[src/rtl/sp_ram_arb2.sv]
// sp_ram_arb2: two-master arbiter in front of the single-port, banked RAM wrapper.
//
// Port 0 (core data side) and port 1 (debug/DMA side) share one RAM port.
// The grant is combinational, in the same cycle as the request. The response
// (rvalid) follows one cycle after the grant and goes to the port that owned
// the access.
//
// Arbitration modes:
//   FIXED_PRIO = 0 : round-robin. The pointer moves to the loser on every grant.
//   FIXED_PRIO = 1 : port 0 wins, unless port 1 has been denied MAX_WAIT cycles in a row.
//
// Ports:
//   clk, rstn_i                  clock, asynchronous active-low reset
//   pX_req_i / pX_gnt_o          request / combinational grant, X = 0, 1
//   pX_addr_i, pX_we_i,          access attributes; held stable until granted
//   pX_be_i, pX_wdata_i
//   pX_rvalid_o / pX_rdata_o     response valid one cycle after grant; rdata = ram_rdata_i
//   ram_*                        RAM wrapper port (ram_rdata_i arrives one cycle after ram_en_o)
//   conflict_cnt_o               saturating count of cycles where both ports requested
//   p1_stall_cnt_o               saturating count of cycles where port 1 requested but was not granted
//   clr_cnt_i                    synchronous clear of both counters; overrides increment
module sp_ram_arb2 #(
  parameter int ADDR_WIDTH = 15,
  parameter int DATA_WIDTH = 32,
  parameter int FIXED_PRIO = 0,
  parameter int MAX_WAIT   = 8,
  parameter int CNT_WIDTH  = 16
) (
  input  logic                    clk,
  input  logic                    rstn_i,

  input  logic                    p0_req_i,
  output logic                    p0_gnt_o,
  input  logic [ADDR_WIDTH-1:0]   p0_addr_i,
  input  logic                    p0_we_i,
  input  logic [DATA_WIDTH/8-1:0] p0_be_i,
  input  logic [DATA_WIDTH-1:0]   p0_wdata_i,
  output logic                    p0_rvalid_o,
  output logic [DATA_WIDTH-1:0]   p0_rdata_o,

  input  logic                    p1_req_i,
  output logic                    p1_gnt_o,
  input  logic [ADDR_WIDTH-1:0]   p1_addr_i,
  input  logic                    p1_we_i,
  input  logic [DATA_WIDTH/8-1:0] p1_be_i,
  input  logic [DATA_WIDTH-1:0]   p1_wdata_i,
  output logic                    p1_rvalid_o,
  output logic [DATA_WIDTH-1:0]   p1_rdata_o,

  output logic                    ram_en_o,
  output logic [ADDR_WIDTH-1:0]   ram_addr_o,
  output logic                    ram_we_o,
  output logic [DATA_WIDTH/8-1:0] ram_be_o,
  output logic [DATA_WIDTH-1:0]   ram_wdata_o,
  input  logic [DATA_WIDTH-1:0]   ram_rdata_i,

  output logic [CNT_WIDTH-1:0]    conflict_cnt_o,
  output logic [CNT_WIDTH-1:0]    p1_stall_cnt_o,
  input  logic                    clr_cnt_i
);

  localparam logic [7:0] MAX_WAIT_C = 8'(MAX_WAIT);

  logic                 rr_ptr;      // 0: port 0 wins the next tie, 1: port 1 wins
  logic [7:0]           wait_cnt;
  logic [7:0]           wait_nxt;
  logic                 both;
  logic                 pick1;
  logic                 sel1;
  logic                 gnt0;
  logic                 gnt1;
  logic                 vld_p1;
  logic                 owner_p1;
  logic [CNT_WIDTH-1:0] conflict_cnt;
  logic [CNT_WIDTH-1:0] stall_cnt;

  function automatic logic [CNT_WIDTH-1:0] sat_inc(input logic [CNT_WIDTH-1:0] v);
    return (&v) ? v : v + {{(CNT_WIDTH-1){1'b0}}, 1'b1};
  endfunction

  // ---- stage p0: combinational arbitration and RAM request ----
  always_comb begin
    both = p0_req_i & p1_req_i;
    if (FIXED_PRIO != 0) begin
      pick1 = (wait_cnt >= MAX_WAIT_C);
    end else begin
      pick1 = rr_ptr;
    end
    sel1 = p1_req_i & (~p0_req_i | pick1);
    // Gating the grants with rstn_i keeps the RAM quiet while reset is held.
    gnt1 = rstn_i & sel1;
    gnt0 = rstn_i & p0_req_i & ~sel1;
  end

  assign p0_gnt_o = gnt0;
  assign p1_gnt_o = gnt1;
  assign ram_en_o = gnt0 | gnt1;

  always_comb begin
    ram_addr_o  = p0_addr_i;
    ram_wdata_o = p0_wdata_i;
    ram_we_o    = 1'b0;
    ram_be_o    = '0;
    if (gnt1) begin
      ram_addr_o  = p1_addr_i;
      ram_wdata_o = p1_wdata_i;
      ram_we_o    = p1_we_i;
      ram_be_o    = p1_be_i;
    end else if (gnt0) begin
      ram_we_o = p0_we_i;
      ram_be_o = p0_be_i;
    end
  end

  always_comb begin
    wait_nxt = 8'd0;
    if ((FIXED_PRIO != 0) && p1_req_i && !gnt1) begin
      wait_nxt = (wait_cnt >= MAX_WAIT_C) ? MAX_WAIT_C : wait_cnt + 8'd1;
    end
  end

  always_ff @(posedge clk or negedge rstn_i) begin
    if (!rstn_i) begin
      rr_ptr       <= 1'b0;
      wait_cnt     <= 8'd0;
      vld_p1       <= 1'b0;
      owner_p1     <= 1'b0;
      conflict_cnt <= '0;
      stall_cnt    <= '0;
    end else begin
      if (gnt0) begin
        rr_ptr <= 1'b1;
      end else if (gnt1) begin
        rr_ptr <= 1'b0;
      end
      wait_cnt <= wait_nxt;
      vld_p1   <= ram_en_o;
      owner_p1 <= gnt1;
      if (clr_cnt_i) begin
        conflict_cnt <= '0;
        stall_cnt    <= '0;
      end else begin
        if (both) begin
          conflict_cnt <= sat_inc(conflict_cnt);
        end
        if (p1_req_i && !gnt1) begin
          stall_cnt <= sat_inc(stall_cnt);
        end
      end
    end
  end

  // ---- stage p1: response routed to the owner of the previous access ----
  assign p0_rvalid_o    = vld_p1 & ~owner_p1;
  assign p1_rvalid_o    = vld_p1 &  owner_p1;
  assign p0_rdata_o     = ram_rdata_i;
  assign p1_rdata_o     = ram_rdata_i;
  assign conflict_cnt_o = conflict_cnt;
  assign p1_stall_cnt_o = stall_cnt;

endmodule

[config.mk]
export PLATFORM = sky130hd
export DESIGN_NAME = sp_ram_arb2
export DESIGN_NICKNAME = d
export VERILOG_FILES = /design/src/rtl/sp_ram_arb2.sv
export SDC_FILE = /design/constraint.sdc
export NUM_CORES = 1
export LEC_CHECK = 0
export BUFFER_PORTS_ARGS = -buffer_cell sky130_fd_sc_hd__buf_2
export CELL_PAD_IN_SITES_DETAIL_PLACEMENT = 1
export CELL_PAD_IN_SITES_GLOBAL_PLACEMENT = 1
export CORE_MARGIN = 10
export CORE_UTILIZATION = 23
export CTS_CLUSTER_DIAMETER = 50
export CTS_CLUSTER_SIZE = 16
export DETAILED_ROUTE_END_ITERATION = 10
export PLACE_DENSITY_LB_ADDON = 0.1
export SETUP_SLACK_MARGIN = 0.3
export SLEW_MARGIN = 20
export SYNTH_ARGS = -nofsm -noshare
export SYNTH_HDL_FRONTEND = slang
export SYNTH_SLANG_ARGS = --single-unit
export TNS_END_PERCENT = 20
[constraint.sdc]
create_clock -name clk -period 1.9 [get_ports clk]
set_input_delay 0 -clock clk [delete_from_list [all_inputs] [get_ports clk]]
set_output_delay 0 -clock clk [all_outputs]
set_load 0.02 [all_outputs]
==> results of run 1 <==
[sequential cells by signal, summed over array words and instances, names as in the netlist]
name / count
conflict_cnt_o: 16
p1_stall_cnt_o: 16
owner_p1: 1
pick1: 1
vld_p1: 1
[cell families after synthesis]
kind of cell	after synthesis	share of synthesized area, %
buffers and inverters	86	18.4
flip-flops	35	27.6
AO/OA/AOI/OAI	53	11.3
multiplexers	60	21.2
adder cells (fa/ha/maj)	2	0.788
AND/OR/NAND/NOR	108	20.8
[worst max path at each step]
| stage | cells past startpoint | end | slack [ps] |
|---|---|---|---|
| after detailed placement | 4 | p1_stall_cnt_o[5] | 80 |
| after CTS | 5 | ram_wdata_o[31] | 140 |
| after floorplan | 6 | conflict_cnt_o[13] | 70 |
| final | 5 | conflict_cnt_o[13] | 140 |
| after global routing | 4 | p1_stall_cnt_o[13] | 60 |
| after global placement | 4 | p1_stall_cnt_o[5] | 130 |
[layer usage]
layer  vias up  routed length [um]  GRT usage (%)
li1       1521                   -              -
met1      1534                5500           16.3
met2       108                7160           22.1
met3        35                1390           6.66
met4         0                 191           2.46
met5         -                   0              0
[worst max-delay path, cell delays in order (launching register included)]
cell and delay, ps:
dfrtp_2 450, ha_4 180, and3_4 190, and2_4 190
a2111oi_4 310, mux2_4 330
[where the power goes]
part / internal [mW] / switching [mW] / total, mW
sequential: 0.760 / 0.0121 / 0.772
clock: 0.521 / 0.333 / 0.854
combinational: 0.308 / 0.370 / 0.678
total: 1.59 / 0.715 / 2.30
[layout by cell type (no fill, tap or decap), drive strengths merged, types with 6 or more instances in the layout]
cell type	n
nor2b	13
dfrtp	35
o31ai	13
buf	231
or4	10
inv	6
nand2	13
a21oi	23
or3	7
nor2	13
nand4	8
nor4	9
mux2	59
clkbuf	7
nand3	12
[area by class of cell]
class                   count  share of cell area [%]
well taps                 176                    4.90
repair buffers            234                    29.3
clock buffers               7                    3.17
inverters                   6                   0.501
flip-flops and latches     35                    20.0
clock inverters             1                   0.111
multi-input cells         223                    42.0
[through the flow]
stage / power (mW) / cell area, sq um
after floorplan: 1.33 / 3250
after global routing: 2.43 / 4490
after CTS: 2.35 / 4280
final: 2.30 / 4490
after detailed placement: 1.43 / 4040
after global placement: 1.43 / 4040
[repair_timing]
action / in CTS / in global routing
endpoints found under the hold margin: 6 / 0
buffers inserted: 3 / 13
gates cloned: 1 / 1
hold buffers: 3 / 0
pin swaps: 1 / 9
gates resized for setup: 4 / 24
setup endpoints to repair: 78 / 85
==> flow_metrics.tcl, run 1 <==
set metrics [dict create \
    first_pass_iters 4 \
    port_buffers 197 \
    antenna_cells 0 \
    hold_ws_ps 0.00856 \
    hold-path-endpoint "p0_rdata_o[3]" \
    grt_pass1_vias 3442 \
    drt-total-wl_um 14200 \
    synth_commonest_cells "66 x buf_4, 47 x mux2_2, 35 x dfrtp_1, 23 x a21oi_1" \
    ant_nets 0 \
    fp.dieH_um 138 \
    htreeDepth 2 \
    multiInputGateArea_sq_mm 0.00189 \
    drc 0 \
    synth_ff_type "dfrtp_1" \
    cts_sinks 35 \
    drt_iter0_markers 59 \
    rsz0062_at_grt "yes" \
    r2r_setup_slack_ps 140 \
    utilization_pct 33.5 \
    fmax_mhz 568 \
    ir_drop_v 0.000243 \
    synth_top_area_cell "dfrtp_1" \
    slew_headroom_pct 59.3 \
    gp_congestion 0.761 \
    placedCellCount 653 \
    wl_per_cell_um 20.9 \
    syn_area_per_cell_sq_um 9.23 \
    seq_area_sq_um 897 \
    p_leak_nw 2.11 \
    timing.final.crit_share_pct 92.7 \
    io_pins 294 \
    synth_top_area_share_pct 27.6 \
    grtUsageTotal_pct 13.7 \
    layout.nets 648 \
    dp_slack_ps 81.8 \
    worstSetupStartpointType "flop" \
    setup.worst_path.start "conflict_cnt_o[1]" \
    min_period_ps 1760 \
    crit_fanout 7 \
    finalClockSkew_ps 6.13 \
    grt_max_degree 35 \
    synth_area_leaders "dfrtp_1 28%, mux2_2 17%, buf_4 16%" \
    vias_per_cell 4.69 \
    fin_cells 682 \
    vias 3198 \
    cts_made_buffers 5 \
    syn-num-nets 487 \
    cts_tree "built" \
    ys_warn_count 0 \
    crit_path_end_kind "flop" \
    cts_root_buf "clkbuf_16" \
    path_clk_slew_ps 60 \
    setup_slack_ps 140 \
    synth_seq_cells 35 \
    tightest_slew_ps 610 \
    min_from "ram_rdata_i[3]" \
    antenna_found_initial 0 \
    yosysUniqueCellTypes 42 \
    fin_tns_setup_ps 0 \
    die_w_um 138 \
    yosysSeqAreaShare_pct 27.6 \
    r2r_cells 5 \
    r2r_end "conflict_cnt_o[13]" \
    dieArea_sq_mm 0.0189 \
    worstSetupPathType "reg -> reg" \
    layout-drive-gt1-share_pct 66.2 \
    r2r_start "conflict_cnt_o[1]" \
    slew_violations 0 \
    async_flop_share_pct 100 \
    drv_cap 0 \
    grt_pass1_wl_um 20200 \
    status "completed" \
    yosys.cell_count.top_type "buf_4" \
    worst_ep_required_time_ps 2070 \
    min_delay_path_depth 0 \
    cts_buffer_depth 2 \
    syn_area_sq_mm 0.00318 \
    powerDensity_mw_per_mm2 513 \
    core_sq_mm 0.0134 \
    fillCellCount 1638 \
    place_hpwl_um 11600 \
    hp-class "in -> out" \
    final-hold-violation-count 0 \
    setup_viol 0 \
    area_growth_pct 41.4 \
    start_util_pct 23.7 \
    synthCells 344 \
    arrival_ps 1930 \
    grt.overflow.total 0 \
    clock_latency_ps 280 \
    rows 42 \
    synth_edf_count 0 \
]
Note: power is estimated with default switching activity, not from simulation.
==> inputs of run 2 (changes only) <==
PLACE_DENSITY = 0.9   (was default)
PLACE_DENSITY_LB_ADDON = default   (was 0.1)
==> flow_metrics.tcl, run 2 (synthesized netlist as in run 1, its figures left out) <==
set metrics [dict create \
    status "completed" \
    crit_path_end_kind "primary output" \
    layout.nets 650 \
    power.internal_mw 1.82 \
    worstSetupStartpointType "flop" \
    tightest_slew_ps 711 \
    power_mw 2.61 \
    antenna_cells 0 \
    min_period_ps 1770 \
    slew_headroom_pct 52.6 \
    rows 42 \
    grtUsageTotal_pct 13.9 \
    place_area_sq_mm 0.00401 \
    layout-drive-gt1-share_pct 68.7 \
    ir_drop_v 0.000294 \
    fmax_mhz 565 \
    p_leak_nw 2.36 \
    cts_buffer_depth 2 \
    dp_slack_ps 121 \
    die_w_um 138 \
    design_area_sq_mm 0.00506 \
    cts_tree "built" \
    pwr-share-comb_pct 35.9 \
    layout_commonest_cell "buf_2" \
    core_sq_mm 0.0134 \
    crit_fanout 6 \
    p_sw_mw 0.793 \
    final-hold-violation-count 0 \
    arrival_ps 1770 \
    fin_cells 684 \
    hp-class "in -> out" \
    vias_per_cell 4.87 \
    timing.final.crit_share_pct 93.1 \
    setup_slack_ps 130 \
    cts_sinks 35 \
    path_clk_slew_ps 60 \
    fp.dieH_um 138 \
    worst_ep_required_time_ps 1900 \
    drt_iter0_markers 129 \
    grt.overflow.total 0 \
    switching_share_pct 30.4 \
    port_buffers 197 \
    area_growth_pct 59.2 \
    setup_viol 0 \
    drc 0 \
    drt-total-wl_um 15600 \
    ant_nets 0 \
    vias 3334 \
    grt_max_degree 39 \
    cts_made_buffers 5 \
    clockPowerShare_pct 34.5 \
    hold_ws_ps 0.00843 \
    place_hpwl_um 11400 \
    powerDensity_mw_per_mm2 516 \
    cts_root_buf "clkbuf_16" \
    fin_tns_setup_ps 0 \
    drv_cap 0 \
    grt_pass1_wl_um 20400 \
    seqPwrFrac_pct 29.6 \
    first_pass_iters 4 \
    start_util_pct 23.7 \
    gp_congestion 0.845 \
    utilization_pct 37.7 \
    clock_latency_ps 290 \
    finalClockSkew_ps 2.96 \
    rsz0062_at_grt "yes" \
    dieArea_sq_mm 0.0189 \
    grt_pass1_vias 3516 \
    placedCellCount 650 \
    slew_violations 0 \
    antenna_found_initial 1 \
    layout_common_cells "151 x buf_2, 52 x buf_6, 40 x mux2_4, 26 x dfrtp_2, 23 x buf_4" \
    htreeDepth 2 \
    io_pins 294 \
    wl_per_cell_um 22.8 \
    worstSetupPathType "reg -> out" \
]
## run 2: cell types whose count changed in the layout (fill, tap and decap cells not counted), sizes merged
cell         change
clkinv           -1
dlygate4sd3      -2
clkbuf           +5
## run 2: routing by layer
metal | vias to the layer above | global-route usage (%) | share of wire, %
li1 | 1520 | - | -
met1 | 1664 | 17.0 | 39
met2 | 119 | 23.3 | 53
met3 | 31 | 4.41 | 6.8
met4 | 0 | 3.04 | 1.5
met5 | - | 0 | 0
## run 2: path summary, 6_finish.rpt
path                               startpoint                  to  slack, ps  depth (start not counted)
setup / recovery                        pick1     ram_wdata_o[21]        130                          6
hold / removal                ram_rdata_i[17]      p1_rdata_o[17]      0.008                          0
setup reg to reg            conflict_cnt_o[0]  conflict_cnt_o[13]        140                          5
hold reg to reg            p1_stall_cnt_o[15]  p1_stall_cnt_o[15]        600                          2
max in group asynchronous              rstn_i   p1_stall_cnt_o[5]        870                          3
min in group asynchronous              rstn_i               pick1        260                          2
## run 2: critical path, stage by stage, from the launching register on
cell and delay (ps):
dfrtp_1 380, nand2b_4 150, and3_4 210, buf_6 130, clkbuf_16 160, mux2_4 310
buf_6 140
## run 2: power by group through the flow
stage          logic, mW  registers [mW]  clock network (mW)
2_1_floorplan      0.535           0.793                   0
3_3_place_gp       0.637           0.787                   0
3_5_place_dp       0.652           0.789                   0
4_1_cts            0.732           0.774               0.915
5_1_grt            0.994           0.775               0.952
6_report           0.938           0.773               0.900
## run 2: cell type report
cell class / count / area (sq um)
fillers: 1567 / 8340
multi-input cells: 223 / 2020
repair buffers: 236 / 1730
flip-flops and latches: 35 / 908
well taps: 176 / 220
clock buffers: 8 / 156
inverters: 6 / 22.5
## run 2: what timing repair did
item | CTS | global route
pin swaps | 0 | 7
buffers inserted | 7 | 12
endpoints found under the hold margin | 35 | 0
gates resized for setup | 16 | 164
hold buffers | 1 | 0
gates cloned | 3 | 3
setup endpoints to repair | 78 | 84
==> inputs of run 3 (changes only) <==
MAX_ROUTING_LAYER = met4   (was default)
==> flow_metrics.tcl, run 3 (synthesized netlist as in run 1, its figures left out) <==
set metrics [dict create \
    status "completed" \
    first_pass_iters 4 \
    arrival_ps 1770 \
    gp_congestion 0.851 \
    wl_per_cell_um 22.7 \
    area_growth_pct 58.3 \
    grt_pass1_wl_um 20300 \
    cp_cell_sequence "nand2b_4 > and3_4 > buf_6 > buf_16 > mux2_4 > buf_6" \
    timing.final.crit_share_pct 93.1 \
    grtUsageTotal_pct 14.3 \
    r2r_start "conflict_cnt_o[0]" \
    die_w_um 138 \
    final-hold-violation-count 0 \
    p_leak_nw 2.36 \
    grt_max_degree 39 \
    fin_tns_setup_ps 0 \
    min_period_ps 1770 \
    grt_pass1_vias 3511 \
    hold_ws_ps 0.00843 \
    drv_cap 0 \
    vias 3303 \
    antenna_found_initial 1 \
    start_util_pct 23.7 \
    clock_latency_ps 290 \
    dp_slack_ps 121 \
    r2r_cells 5 \
    fp.dieH_um 138 \
    setup.worst_path.start "pick1" \
    powerDensity_mw_per_mm2 519 \
    slew_headroom_pct 52.9 \
    cts_sinks 35 \
    setup_viol 0 \
    slowest_stage "dfrtp_1" \
    drt-total-wl_um 15500 \
    cts_buffer_depth 2 \
    rows 42 \
    crit_fanout 8 \
    fmax_mhz 565 \
    ant_nets 0 \
    place_hpwl_um 11400 \
    tightest_slew_ps 706 \
    path_clk_slew_ps 60 \
    worstSetupStartpointType "flop" \
    cts_made_buffers 5 \
    rsz0062_at_grt "yes" \
    switching_share_pct 30.4 \
    r2r_end "conflict_cnt_o[13]" \
    pwr-share-comb_pct 35.9 \
    worst_ep_required_time_ps 1900 \
    ir_drop_v 0.000293 \
    crit_end "ram_wdata_o[1]" \
    layout_commonest_cell "buf_2" \
    drc 0 \
    layout.nets 649 \
    port_buffers 197 \
    crit_path_end_kind "primary output" \
    cp_common_cell "buf_6" \
    antenna_cells 0 \
    slew_violations 0 \
    p_sw_mw 0.794 \
    io_pins 294 \
    cts_root_buf "clkbuf_16" \
    layout-drive-gt1-share_pct 68.0 \
    htreeDepth 2 \
    clockPowerShare_pct 34.5 \
    power.internal_mw 1.82 \
    dieArea_sq_mm 0.0189 \
    core_sq_mm 0.0134 \
    cts_tree "built" \
    r2r_setup_slack_ps 140 \
    seqPwrFrac_pct 29.6 \
    worstSetupPathType "reg -> out" \
    drt_iter0_markers 130 \
    layout_common_cells "151 x buf_2, 51 x buf_6, 39 x mux2_4, 25 x dfrtp_2, 23 x buf_4" \
    vias_per_cell 4.84 \
    finalClockSkew_ps 3.37 \
    grt.overflow.total 0 \
    fillCellCount 1567 \
    setup_slack_ps 131 \
    hp-class "in -> out" \
    cpPeakStageDelay_ps 380 \
]
[run 3: changes by cell type in the layout (fill, tap and decap cells not counted), sizes merged]
cell / change
buf: -1
[run 3: cell type report]
class	count	area [sq um]	share of cell area [%]
multi-input cells	223	2010	39.9
repair buffers	235	1720	34.1
flip-flops and latches	35	907	18.0
well taps	176	220	4.38
clock buffers	8	156	3.11
inverters	6	22.5	0.448
[run 3: worst min path at each step]
stage | from | endpoint | slack, ps | cells after the start
floorplan | rstn_i | conflict_cnt_o[0] | -300 | 0
global placement | rstn_i | pick1 | -140 | 1
detailed placement | rstn_i | pick1 | -140 | 1
CTS | ram_rdata_i[19] | p1_rdata_o[19] | 0.2 | 0
global route | ram_rdata_i[31] | p0_rdata_o[31] | 0.05 | 0
finish | ram_rdata_i[17] | p1_rdata_o[17] | 0.008 | 0
[run 3: power by group through the flow]
stage / Clock (mW) / Sequential, mW / Combinational [mW]
2_1_floorplan: 0 / 0.793 / 0.535
6_report: 0.901 / 0.774 / 0.937
5_1_grt: 0.950 / 0.775 / 0.994
4_1_cts: 0.915 / 0.774 / 0.732
3_5_place_dp: 0 / 0.789 / 0.652
3_3_place_gp: 0 / 0.787 / 0.637
[run 3: timing repair]
item,CTS,global route
pin swaps,0,7
gates cloned,3,3
endpoints found under the hold margin,35,0
hold buffers,1,0
setup endpoints to repair,78,84
resized for setup,16,159
setup buffers,7,11
[run 3: stage by stage]
stage	instances	total power [mW]	utilization (%)	instance area (sq um)
4_1_cts	669	2.42	32.5	4360
3_5_place_dp	650	1.44	30.0	4010
6_report	683	2.61	37.5	5030
2_1_floorplan	344	1.33	-	3250
5_1_grt	683	2.72	37.5	5030
3_3_place_gp	650	1.42	30.0	4010
[run 3: critical path: cells and delay by family (launching register included)]
kind | cells | cell delay (ps)
buffers and inverters | 3 | 430
multiplexers | 1 | 310
AND/OR/NAND/NOR | 2 | 360
flip-flops | 1 | 380
[run 3: layer usage]
| layer | share of wire [%] | GRT usage (%) | vias up | wire length [um] |
|---|---|---|---|---|
| met5 | 0 | - | - | 0 |
| met4 | 1.5 | 3.04 | 0 | 236 |
| met3 | 4.7 | 2.95 | 31 | 726 |
| met2 | 53 | 23.3 | 99 | 8170 |
| met1 | 41 | 17.8 | 1653 | 6380 |
| li1 | - | - | 1520 | - |
